## config.mk

```make
export PLATFORM = sky130hd
export DESIGN_NAME = pc_sequencer
export DESIGN_NICKNAME = d
export VERILOG_FILES = /design/src/rtl/trisc_seq_pkg.sv /design/src/rtl/seq_wait_timer.sv /design/src/rtl/pc_sequencer.sv
export SDC_FILE = /design/constraint.sdc
export NUM_CORES = 1
export LEC_CHECK = 0
export BUFFER_PORTS_ARGS = -buffer_cell sky130_fd_sc_hd__clkbuf_2
export CAP_MARGIN = 10
export CORE_MARGIN = 2
export CORE_UTILIZATION = 54
export CTS_CLUSTER_DIAMETER = 200
export DETAILED_ROUTE_END_ITERATION = 6
export PLACE_DENSITY_LB_ADDON = 0.15
export SYNTH_ARGS = -nofsm -noshare
export SYNTH_HDL_FRONTEND = slang
export SYNTH_SLANG_ARGS = --single-unit
```

## constraint.sdc

```tcl
create_clock -name CLK -period 4.7 [get_ports CLK]
set_input_delay 0.47 -clock CLK [delete_from_list [all_inputs] [get_ports CLK]]
set_output_delay 0.47 -clock CLK [all_outputs]
set_load 0.05 [all_outputs]
```

## src/rtl/trisc_seq_pkg.sv

```systemverilog
`default_nettype none
// ============================================================================
// Module   : trisc_seq_pkg
// Purpose  : Shared types and constants for the trisc program-counter
//            sequencer: FSM state encoding and the opcodes it decodes itself.
// Revision : 1.0  initial release
// ============================================================================
package trisc_seq_pkg;

    localparam int OPCODE_W = 4;

    localparam logic [OPCODE_W-1:0] OP_HALT = 4'hF;
    localparam logic [OPCODE_W-1:0] OP_JMP  = 4'hE;
    localparam logic [OPCODE_W-1:0] OP_JZ   = 4'hD;

    typedef enum logic [3:0] {
        RST        = 4'd0,
        IDLE       = 4'd1,
        FETCH      = 4'd2,
        DECODE     = 4'd3,
        EXEC       = 4'd4,
        STEP       = 4'd5,
        LOAD       = 4'd6,
        HALTSTATE  = 4'd7,
        FAULTSTATE = 4'd8
    } state_e;

endpackage
`default_nettype wire

```

## src/rtl/seq_wait_timer.sv

```systemverilog
`default_nettype none
// ============================================================================
// Module   : seq_wait_timer
// Purpose  : FETCH timeout counter. Counts enabled cycles since the last
//            clear; tc is high during the MAX_WAIT-th enabled cycle.
// Ports    : clk    in   clock
//            rst_n  in   asynchronous active-low reset
//            clr    in   synchronous clear (takes priority over en)
//            en     in   count enable
//            tc     out  terminal count reached
// Revision : 1.0  initial release
// ============================================================================
module seq_wait_timer #(
    parameter int MAX_WAIT = 15
) (
    input  logic clk,
    input  logic rst_n,
    input  logic clr,
    input  logic en,
    output logic tc
);

    localparam int              CW     = $clog2(MAX_WAIT + 1);
    // count_q holds the number of completed wait cycles, so the current
    // cycle is the MAX_WAIT-th one when MAX_WAIT-1 cycles have elapsed.
    localparam logic [CW-1:0]   TC_VAL = CW'(MAX_WAIT - 1);

    logic [CW-1:0] count_q;
    logic [CW-1:0] count_d;

    assign tc = (count_q == TC_VAL);

    always_comb begin
        count_d = count_q;
        if (clr) begin
            count_d = '0;
        end else if (en && !tc) begin
            count_d = count_q + CW'(1);
        end
    end

    always_ff @(posedge clk or negedge rst_n) begin
        if (!rst_n) begin
            count_q <= '0;
        end else begin
            count_q <= count_d;
        end
    end

endmodule
`default_nettype wire

```

## src/rtl/pc_sequencer.sv

```systemverilog
`default_nettype none
// ============================================================================
// Module   : pc_sequencer
// Purpose  : Fetch/decode/step controller for the trisc program counter.
//            Runs the instruction-memory handshake, pulses EXEC_EN for ALU
//            ops, and drives registered one-cycle active-low COUNT/LOAD/CLEAR
//            strobes to the external edge-sensitive PC counter.
// Ports    : CLK, CLEAR (async active-low reset), RUN, MEM_ACK, MEM_DATA[W],
//            PC[N] (counter feedback), ZFLAG  -> inputs
//            MEM_REQ, IR[W], PC_COUNT, PC_LOAD, PC_CLEAR, PC_TARGET[N],
//            EXEC_EN, HALTED, FAULT           -> outputs (all registered)
// Options  : PC_WRAP_TRAP_EN - when defined, a STEP with PC all-ones
//            suppresses the count strobe and enters FAULTSTATE instead of
//            wrapping. When undefined the PC input is unused.
// Revision : 1.0  initial release
// ============================================================================
module pc_sequencer
    import trisc_seq_pkg::*;
#(
    parameter int N        = 4,
    parameter int W        = 8,
    parameter int MAX_WAIT = 15
) (
    input  logic         CLK,
    input  logic         CLEAR,
    input  logic         RUN,
    input  logic         MEM_ACK,
    input  logic [W-1:0] MEM_DATA,
    input  logic [N-1:0] PC,
    input  logic         ZFLAG,
    output logic         MEM_REQ,
    output logic [W-1:0] IR,
    output logic         PC_COUNT,
    output logic         PC_LOAD,
    output logic         PC_CLEAR,
    output logic [N-1:0] PC_TARGET,
    output logic         EXEC_EN,
    output logic         HALTED,
    output logic         FAULT
);

    state_e         state_q,    state_d;
    logic [W-1:0]   ir_q,       ir_d;
    logic [N-1:0]   target_q,   target_d;
    logic           mem_req_q,  mem_req_d;
    logic           count_n_q,  count_n_d;
    logic           load_n_q,   load_n_d;
    logic           clear_n_q,  clear_n_d;
    logic           exec_en_q,  exec_en_d;
    logic           halted_q,   halted_d;
    logic           fault_q,    fault_d;

    logic [OPCODE_W-1:0] opcode;
    logic [N-1:0]        operand;
    logic                wait_tc;
    logic                wrap_trap;

    assign opcode  = ir_q[W-1 -: OPCODE_W];
    assign operand = ir_q[N-1:0];

`ifdef PC_WRAP_TRAP_EN
    // PC only changes on a strobe, so it is stable both when STEP is
    // entered and while in STEP; the same term gates the strobe and exit.
    assign wrap_trap = (PC == {N{1'b1}});
`else
    assign wrap_trap = 1'b0;
    logic unused_pc;
    assign unused_pc = ^PC;
`endif

    // Timer restarts on every FETCH entry and whenever an ack lands.
    seq_wait_timer #(
        .MAX_WAIT (MAX_WAIT)
    ) u_wait_timer (
        .clk   (CLK),
        .rst_n (CLEAR),
        .clr   ((state_q != FETCH) || MEM_ACK),
        .en    (state_q == FETCH),
        .tc    (wait_tc)
    );

    always_comb begin
        state_d  = state_q;
        ir_d     = ir_q;
        target_d = target_q;

        case (state_q)
            RST:    state_d = IDLE;
            IDLE:   if (RUN) state_d = FETCH;
            FETCH: begin
                // Ack has priority over the timeout on the terminal cycle.
                if (MEM_ACK) begin
                    ir_d    = MEM_DATA;
                    state_d = DECODE;
                end else if (wait_tc) begin
                    state_d = FAULTSTATE;
                end
            end
            DECODE: begin
                case (opcode)
                    OP_HALT: state_d = HALTSTATE;
                    OP_JMP: begin
                        target_d = operand;
                        state_d  = LOAD;
                    end
                    OP_JZ: begin
                        if (ZFLAG) begin
                            target_d = operand;
                            state_d  = LOAD;
                        end else begin
                            state_d = STEP;
                        end
                    end
                    default: state_d = EXEC;
                endcase
            end
            EXEC:   state_d = STEP;
            STEP: begin
                if (wrap_trap) state_d = FAULTSTATE;
                else           state_d = RUN ? FETCH : IDLE;
            end
            LOAD:       state_d = RUN ? FETCH : IDLE;
            HALTSTATE:  state_d = HALTSTATE;
            FAULTSTATE: state_d = FAULTSTATE;
            default:    state_d = RST;
        endcase

        // Outputs are decoded from the state being entered and registered
        // with it, so each strobe is a clean flop output for one cycle.
        mem_req_d = (state_d == FETCH);
        exec_en_d = (state_d == EXEC);
        count_n_d = !((state_d == STEP) && !wrap_trap);
        load_n_d  = (state_d != LOAD);
        clear_n_d = (state_d != RST);
        halted_d  = (state_d == HALTSTATE);
        fault_d   = (state_d == FAULTSTATE);
    end

    always_ff @(posedge CLK or negedge CLEAR) begin
        if (!CLEAR) begin
            state_q   <= RST;
            ir_q      <= '0;
            target_q  <= '0;
            mem_req_q <= 1'b0;
            count_n_q <= 1'b1;
            load_n_q  <= 1'b1;
            clear_n_q <= 1'b0;
            exec_en_q <= 1'b0;
            halted_q  <= 1'b0;
            fault_q   <= 1'b0;
        end else begin
            state_q   <= state_d;
            ir_q      <= ir_d;
            target_q  <= target_d;
            mem_req_q <= mem_req_d;
            count_n_q <= count_n_d;
            load_n_q  <= load_n_d;
            clear_n_q <= clear_n_d;
            exec_en_q <= exec_en_d;
            halted_q  <= halted_d;
            fault_q   <= fault_d;
        end
    end

    assign MEM_REQ   = mem_req_q;
    assign IR        = ir_q;
    assign PC_COUNT  = count_n_q;
    assign PC_LOAD   = load_n_q;
    assign PC_CLEAR  = clear_n_q;
    assign PC_TARGET = target_q;
    assign EXEC_EN   = exec_en_q;
    assign HALTED    = halted_q;
    assign FAULT     = fault_q;

endmodule
`default_nettype wire
```

==> flow_metrics.env, run 1 <==
export IMPL_drt_iter0_drc=13
export IMPL_portBuffers=31
export IMPL_tightest_slew_ns=0.640
export IMPL_avgSynthCellArea_um2=12.6
export IMPL_grt_use_total_pct=18.6
export IMPL_setup_viol=0
export IMPL_fmax_mhz=534
export IMPL_cts_hold_buf=0
export IMPL_clkTransAtPathRegs_ns=0.15
export IMPL_ys_seq_elements=27
export IMPL_start_kind="flip-flop"
export IMPL_dr_total_vias=846
export IMPL_synth_fp_nets=120
export IMPL_synth_area_leaders="dfrtp_1, mux2_2, dfstp_2"
export IMPL_yosys_area_top_type="dfrtp_1"
export IMPL_worstPathMaxFanout=11
export IMPL_die_area_mm2=0.00277
export IMPL_final_min_clock_period_ns=1.87
export IMPL_nets=152
export IMPL_place_hpwl_um=1630
export IMPL_synth_common_cells="dfrtp_1, mux2_2, nor2_1"
export IMPL_powerDensity_mw_per_mm2=712
export IMPL_yosysTopAreaCellShare_pct=49.0
export IMPL_tns_ns=0
export IMPL_outcome="finished clean"
export IMPL_seq_power_share_pct=38.5
export IMPL_syn2layout_area_growth_pct=14.5
export IMPL_p_int_mw=0.521
export IMPL_drc_errors=0
export IMPL_grt_antenna_before_repair=0
export IMPL_antenna_cells=0
export IMPL_slew_headroom_pct=57.3
export IMPL_critical_path_class="reg -> reg"
export IMPL_combPwrFrac_pct=51.8
export IMPL_cellLeakagePower_nw=0.703
export IMPL_synth_distinct_cells=37
export IMPL_max_cap_viol_count=0
export IMPL_synth_ff_type="dfrtp_1"
export IMPL_hp_class="in -> async"
export IMPL_totalWireLength_um=2180
export IMPL_final_max_slew_violation_count=0
export IMPL_cts_resized_gates=0
export IMPL_cts_setup_buffers=0
export IMPL_num_rows=17
export IMPL_firstDrtPassIters=4
export IMPL_final_area_mm2=0.00146
export IMPL_grt_max_degree=28
export IMPL_via_per_inst=5.29
export IMPL_worstPathRequired_ns=4.93
export IMPL_start_util_pct=57.2
export IMPL_cts_buffers=3
export IMPL_synth_warnings=0
export IMPL_grt_pass1_wl_um=3750
export IMPL_synth_edf_count=0
export IMPL_grt_overflow_total=0
export IMPL_cts_tree="done"
export IMPL_drtAntennaViolNets=0
export IMPL_io_pins=36
export IMPL_insertion_delay_ns=0.32
export IMPL_clock_sinks=27
export IMPL_clockBufferDepth=2
export IMPL_synthArstFlopShare_pct=100
export IMPL_p_sw_mw=0.520
export IMPL_critPathCaptureType="flip-flop"
export IMPL_fin_util_pct=65.5
export IMPL_critPathArrivalTime_ns=2.10
export IMPL_fin_crit_sh_pct=39.9
export IMPL_timing_hold_violations_final=0
export IMPL_rsz0062_at_grt="no"
export IMPL_clock_root_buffer="clkbuf_4"
export IMPL_peakVddDrop_v=0.000478
export IMPL_clock_power_share_pct=9.8
export IMPL_grt_pass1_vias=815
export IMPL_synth_area_mm2=0.00128
export IMPL_die_h_um=52.6
export IMPL_seq_area_frac_synth_pct=53.1
export IMPL_die_x_um=52.6
export IMPL_fin_worst_skew_ns=0.00543
export IMPL_pre_cts_ws_ns=2.85
export IMPL_routedWlPerCell_um=13.6
export IMPL_h_tree_depth=1
export IMPL_syn_inst=101
export IMPL_coreArea_mm2=0.00223
export IMPL_gp_congestion=0.785
export IMPL_p_sw_share_pct=50.0
export IMPL_drive_gt1_share_pct=44.7
export IMPL_synth_most_common_cell="dfrtp_1"
export IMPL_place_area_mm2=0.00143
export IMPL_timing_final_ws_setup_ns=2.83
[final timing paths]
kind | start | endpoint | slack (ns) | depth (start not counted)
worst max-delay path | state_q[1] | PC_TARGET[2] | 2.83 | 4
max in group asynchronous | CLEAR | state_q[1] | 4.16 | 1
worst min-delay path | CLEAR | state_q[2] | 0.14 | 1
worst min register to register | PC_TARGET[3] | PC_TARGET[3] | 0.54 | 1
min in group CLK | MEM_DATA[2] | IR[2] | 0.36 | 2
worst max register to register | state_q[1] | PC_TARGET[2] | 2.83 | 4
[cells in the final DEF (no fill, tap or decap), types with 2 or more instances in the layout]
master,instances
nand2b_1,3
clkbuf_2,31
and3_1,3
inv_1,2
a2111oi_2,2
o21ai_0,3
a21oi_1,4
o21a_1,2
nand3_1,4
nor2_1,7
ha_1,2
nor3_1,3
dfstp_2,2
dfrtp_1,25
and2b_1,2
mux2_2,12
clkbuf_4,3
nand2_1,3
[logic make-up (layout without fill, tap and decap cells)]
group	count (synthesis)	in the layout	synth area share (%)
AND/OR/NAND/NOR	32	32	16.3
flip-flops	27	27	53.1
adder cells (fa/ha/maj)	2	2	1.96
XOR/XNOR	2	2	1.37
multiplexers	13	13	11.8
buffers and inverters	7	38	3.62
AO/OA/AOI/OAI	18	18	11.9
[state kept, by name, indices dropped and copies added, names as in the netlist]
| register | cells |
|---|---|
| state_q | 4 |
| u_wait_timer.count_q | 4 |
| PC_LOAD | 1 |
| PC_TARGET | 4 |
| IR | 8 |
| MEM_REQ | 1 |
| PC_CLEAR | 1 |
| EXEC_EN | 1 |
| FAULT | 1 |
| HALTED | 1 |
| PC_COUNT | 1 |
[final cells by class]
cell class / instances / area [µm²]
Clock buffer: 3 / 22.5
Inverter: 3 / 11.3
Timing Repair Buffer: 31 / 155
Sequential cell: 27 / 678
Fill cell: 184 / 771
Clock inverter: 1 / 7.51
Multi-Input combinational cell: 67 / 553
Tap cell: 28 / 35.0
[power by group through the flow]
stage	Sequential (mW)	Clock, mW	Combinational [mW]
2_1_floorplan	0.604	0	0.244
3_3_place_gp	0.400	0	0.536
3_5_place_dp	0.407	0	0.544
4_1_cts	0.402	0.105	0.545
5_1_grt	0.417	0.113	0.573
6_report	0.400	0.102	0.539
[per-stage QoR]
stage	hold slack, ns	std cells	total power [mW]
after floorplan	0.174	101	0.848
after global placement	0.489	156	0.936
after detailed placement	0.503	156	0.951
after CTS	0.151	160	1.05
after global routing	0.177	160	1.10
final	0.136	160	1.04
[routing by layer]
| layer | vias to the layer above | GRT usage, % | share of wire (%) | wire length (µm) |
|---|---|---|---|---|
| li1 | 423 | - | - | - |
| met1 | 398 | 25.5 | 45 | 989 |
| met2 | 21 | 28.7 | 48 | 1050 |
| met3 | 4 | 3.71 | 4.9 | 106 |
| met4 | 0 | 7.69 | 1.4 | 31 |
| met5 | - | 0 | 0 | 0 |
[worst max-delay path, cell delays in order, from the launching register on]
cell	delay [ns]
dfrtp_1	0.58
nor2b_4	0.28
nand4_4	0.14
a21oi_1	0.39
mux2_2	0.39
No activity file was read; power rests on OpenSTA's default activity.
==> run 2, diff against run 1 <==
--- a/config.mk
+++ b/config.mk
@@ -5,10 +5,11 @@
 export SDC_FILE = /design/constraint.sdc
 export NUM_CORES = 1
 export LEC_CHECK = 0
+export ABC_AREA = 1
 export BUFFER_PORTS_ARGS = -buffer_cell sky130_fd_sc_hd__clkbuf_2
 export CAP_MARGIN = 10
 export CORE_MARGIN = 2
-export CORE_UTILIZATION = 54
+export CORE_UTILIZATION = 50
 export CTS_CLUSTER_DIAMETER = 200
 export DETAILED_ROUTE_END_ITERATION = 6
 export PLACE_DENSITY_LB_ADDON = 0.15
==> constraint.sdc (replaced) <==
create_clock -name CLK -period 1.8 [get_ports CLK]
set_input_delay 0.18 -clock CLK [delete_from_list [all_inputs] [get_ports CLK]]
set_output_delay 0.18 -clock CLK [all_outputs]
set_load 0.05 [all_outputs]
==> flow_metrics.env, run 2 <==
export IMPL_syn_inst=147
export IMPL_synth_common_cells="nand2_1, dfrtp_1, nand3_1"
export IMPL_timing_hold_violations_final=0
export IMPL_fin_worst_skew_ns=0.00233
export IMPL_insertion_delay_ns=0.32
export IMPL_max_cap_viol_count=0
export IMPL_powerDensity_mw_per_mm2=1730
export IMPL_place_hpwl_um=1870
export IMPL_dr_total_vias=1030
export IMPL_cts_tree="done"
export IMPL_worstPathMaxFanout=5
export IMPL_grt_antenna_before_repair=0
export IMPL_start_util_pct=51.8
export IMPL_final_cell_mix="nand2_1, clkbuf_2, dfrtp_1"
export IMPL_grt_pass1_wl_um=3930
export IMPL_nets=202
export IMPL_die_h_um=54.4
export IMPL_grt_use_total_pct=18.6
export IMPL_yosys_area_top_type="dfrtp_1"
export IMPL_yosysTopAreaCellShare_pct=49.2
export IMPL_firstDrtPassIters=4
export IMPL_p_total_mw=2.58
export IMPL_fin_crit_sh_pct=82.6
export IMPL_start_kind="flip-flop"
export IMPL_synthArstFlopShare_pct=100
export IMPL_drtAntennaViolNets=0
export IMPL_synth_warnings=0
export IMPL_hp_class="in -> reg"
export IMPL_routedWlPerCell_um=11.1
export IMPL_avgSynthCellArea_um2=8.66
export IMPL_die_area_mm2=0.00296
export IMPL_fillers=220
export IMPL_critical_path_class="reg -> reg"
export IMPL_cts_hold_buf=1
export IMPL_clock_sinks=27
export IMPL_cts_resized_gates=0
export IMPL_grt_overflow_total=0
export IMPL_num_rows=18
export IMPL_synth_ff_type="dfrtp_1"
export IMPL_drive_gt1_share_pct=30.8
export IMPL_totalWireLength_um=2360
export IMPL_seq_area_frac_synth_pct=53.3
export IMPL_drc_errors=0
export IMPL_clockBufferDepth=2
export IMPL_cellLeakagePower_nw=0.806
export IMPL_holdPathStages=3
export IMPL_fmax_mhz=673
export IMPL_timing_final_ws_setup_ns=0.313
export IMPL_synth_edf_count=0
export IMPL_largest_register_ffs=8
export IMPL_tns_ns=0
export IMPL_clkTransAtPathRegs_ns=0.14
export IMPL_rsz0062_at_grt="no"
export IMPL_outcome="finished clean"
export IMPL_via_per_inst=4.86
export IMPL_synth_area_mm2=0.00127
export IMPL_ff2ff_path_depth=8
export IMPL_synth_area_leaders="dfrtp_1, nand2_1, nand3_1"
export IMPL_slew_headroom_pct=57.0
export IMPL_ys_seq_elements=27
export IMPL_tightest_slew_ns=0.644
export IMPL_antenna_cells=0
export IMPL_portBuffers=31
export IMPL_grt_max_degree=28
export IMPL_gp_congestion=0.859
export IMPL_critPathCaptureType="flip-flop"
export IMPL_final_min_clock_period_ns=1.49
export IMPL_final_common_cell="nand2_1"
export IMPL_setup_viol=0
export IMPL_critPathArrivalTime_ns=1.75
export IMPL_synth_fp_nets=166
export IMPL_synth_most_common_cell="nand2_1"
export IMPL_pre_cts_ws_ns=0.310
export IMPL_h_tree_depth=1
export IMPL_coreArea_mm2=0.00245
export IMPL_cts_setup_buffers=0
export IMPL_peakVddDrop_v=0.00116
export IMPL_die_x_um=54.4
export IMPL_clock_root_buffer="clkbuf_4"
export IMPL_whs_ns=0.0466
export IMPL_fin_util_pct=60.7
export IMPL_grt_pass1_vias=969
export IMPL_drt_iter0_drc=9
export IMPL_worstPathRequired_ns=2.06
export IMPL_final_max_slew_violation_count=0
export IMPL_synth_distinct_cells=21
export IMPL_io_pins=36
export IMPL_syn2layout_area_growth_pct=17.1
export IMPL_cts_buffers=3
[run 2: changes by cell type in the layout (fill, tap and decap cells not counted), moves of 4 or more]
cell and delta:
inv_1 +11, mux2_2 -12, nand2_1 +37, nand2_2 +5, nand3_1 +10, nor2_2 +5
o21ai_0 +5, o21ai_1 +4
[run 2: cell type report]
cell class	count	area (µm²)	area share, %
timing repair buffer	32	165	11.1
sequential	27	678	45.5
clock buffer	4	26.3	1.76
inverter	18	68.8	4.62
tap	30	37.5	2.52
multi-input combinational	101	514	34.5
[run 2: path summary, 6_finish.rpt]
path	from	endpoint	slack [ns]
worst min register to register	u_wait_timer.count_q[3]	u_wait_timer.count_q[3]	0.49
worst min-delay path	MEM_DATA[7]	IR[7]	0.05
worst max-delay path	u_wait_timer.count_q[0]	EXEC_EN	0.31
max in group asynchronous	CLEAR	MEM_REQ	0.99
worst max register to register	u_wait_timer.count_q[0]	EXEC_EN	0.31
min in group asynchronous	CLEAR	u_wait_timer.count_q[2]	0.40
[run 2: per-layer routing]
layer  GRT usage, %  up-vias  share of wire (%)
met5              0        -                  0
met4           7.50        0               0.93
met3           2.73        4                3.6
met2           34.1       21                 50
met1           21.6      471                 46
li1               -      534                  -
[run 2: cell families (layout without fill, tap and decap cells)]
kind of cell	count (synthesis)	count (layout)	share of synthesized area, %
and+or+nand+nor	79	79	29.0
DFF	27	27	53.3
buffers and inverters	19	54	6.29
AOI/OAI and AO/OA	18	18	8.06
adders and majority gates	2	2	1.97
xor gates and xnor gates	2	2	1.38
[run 2: per-stage QoR]
step / cell area [µm²] / cells
final: 1490 / 212
after global routing: 1490 / 212
after CTS: 1490 / 212
after detailed placement: 1450 / 207
after global placement: 1450 / 207
after floorplan: 1270 / 147
[run 2: critical path, cell delays in order, from the launching register on]
cell and delay, ns:
dfrtp_1 0.42, inv_1 0.10, ha_1 0.15, nand3_1 0.15, o21ai_0 0.22, nand3_1 0.11, nor2_2 0.14, nand2_1 0.06
nor2_1 0.08
[run 2: power breakdown]
part	internal [mW]	switching (mW)
logic	0.340	1.04
registers	0.804	0.147
clock network	0.0867	0.167
total	1.23	1.35
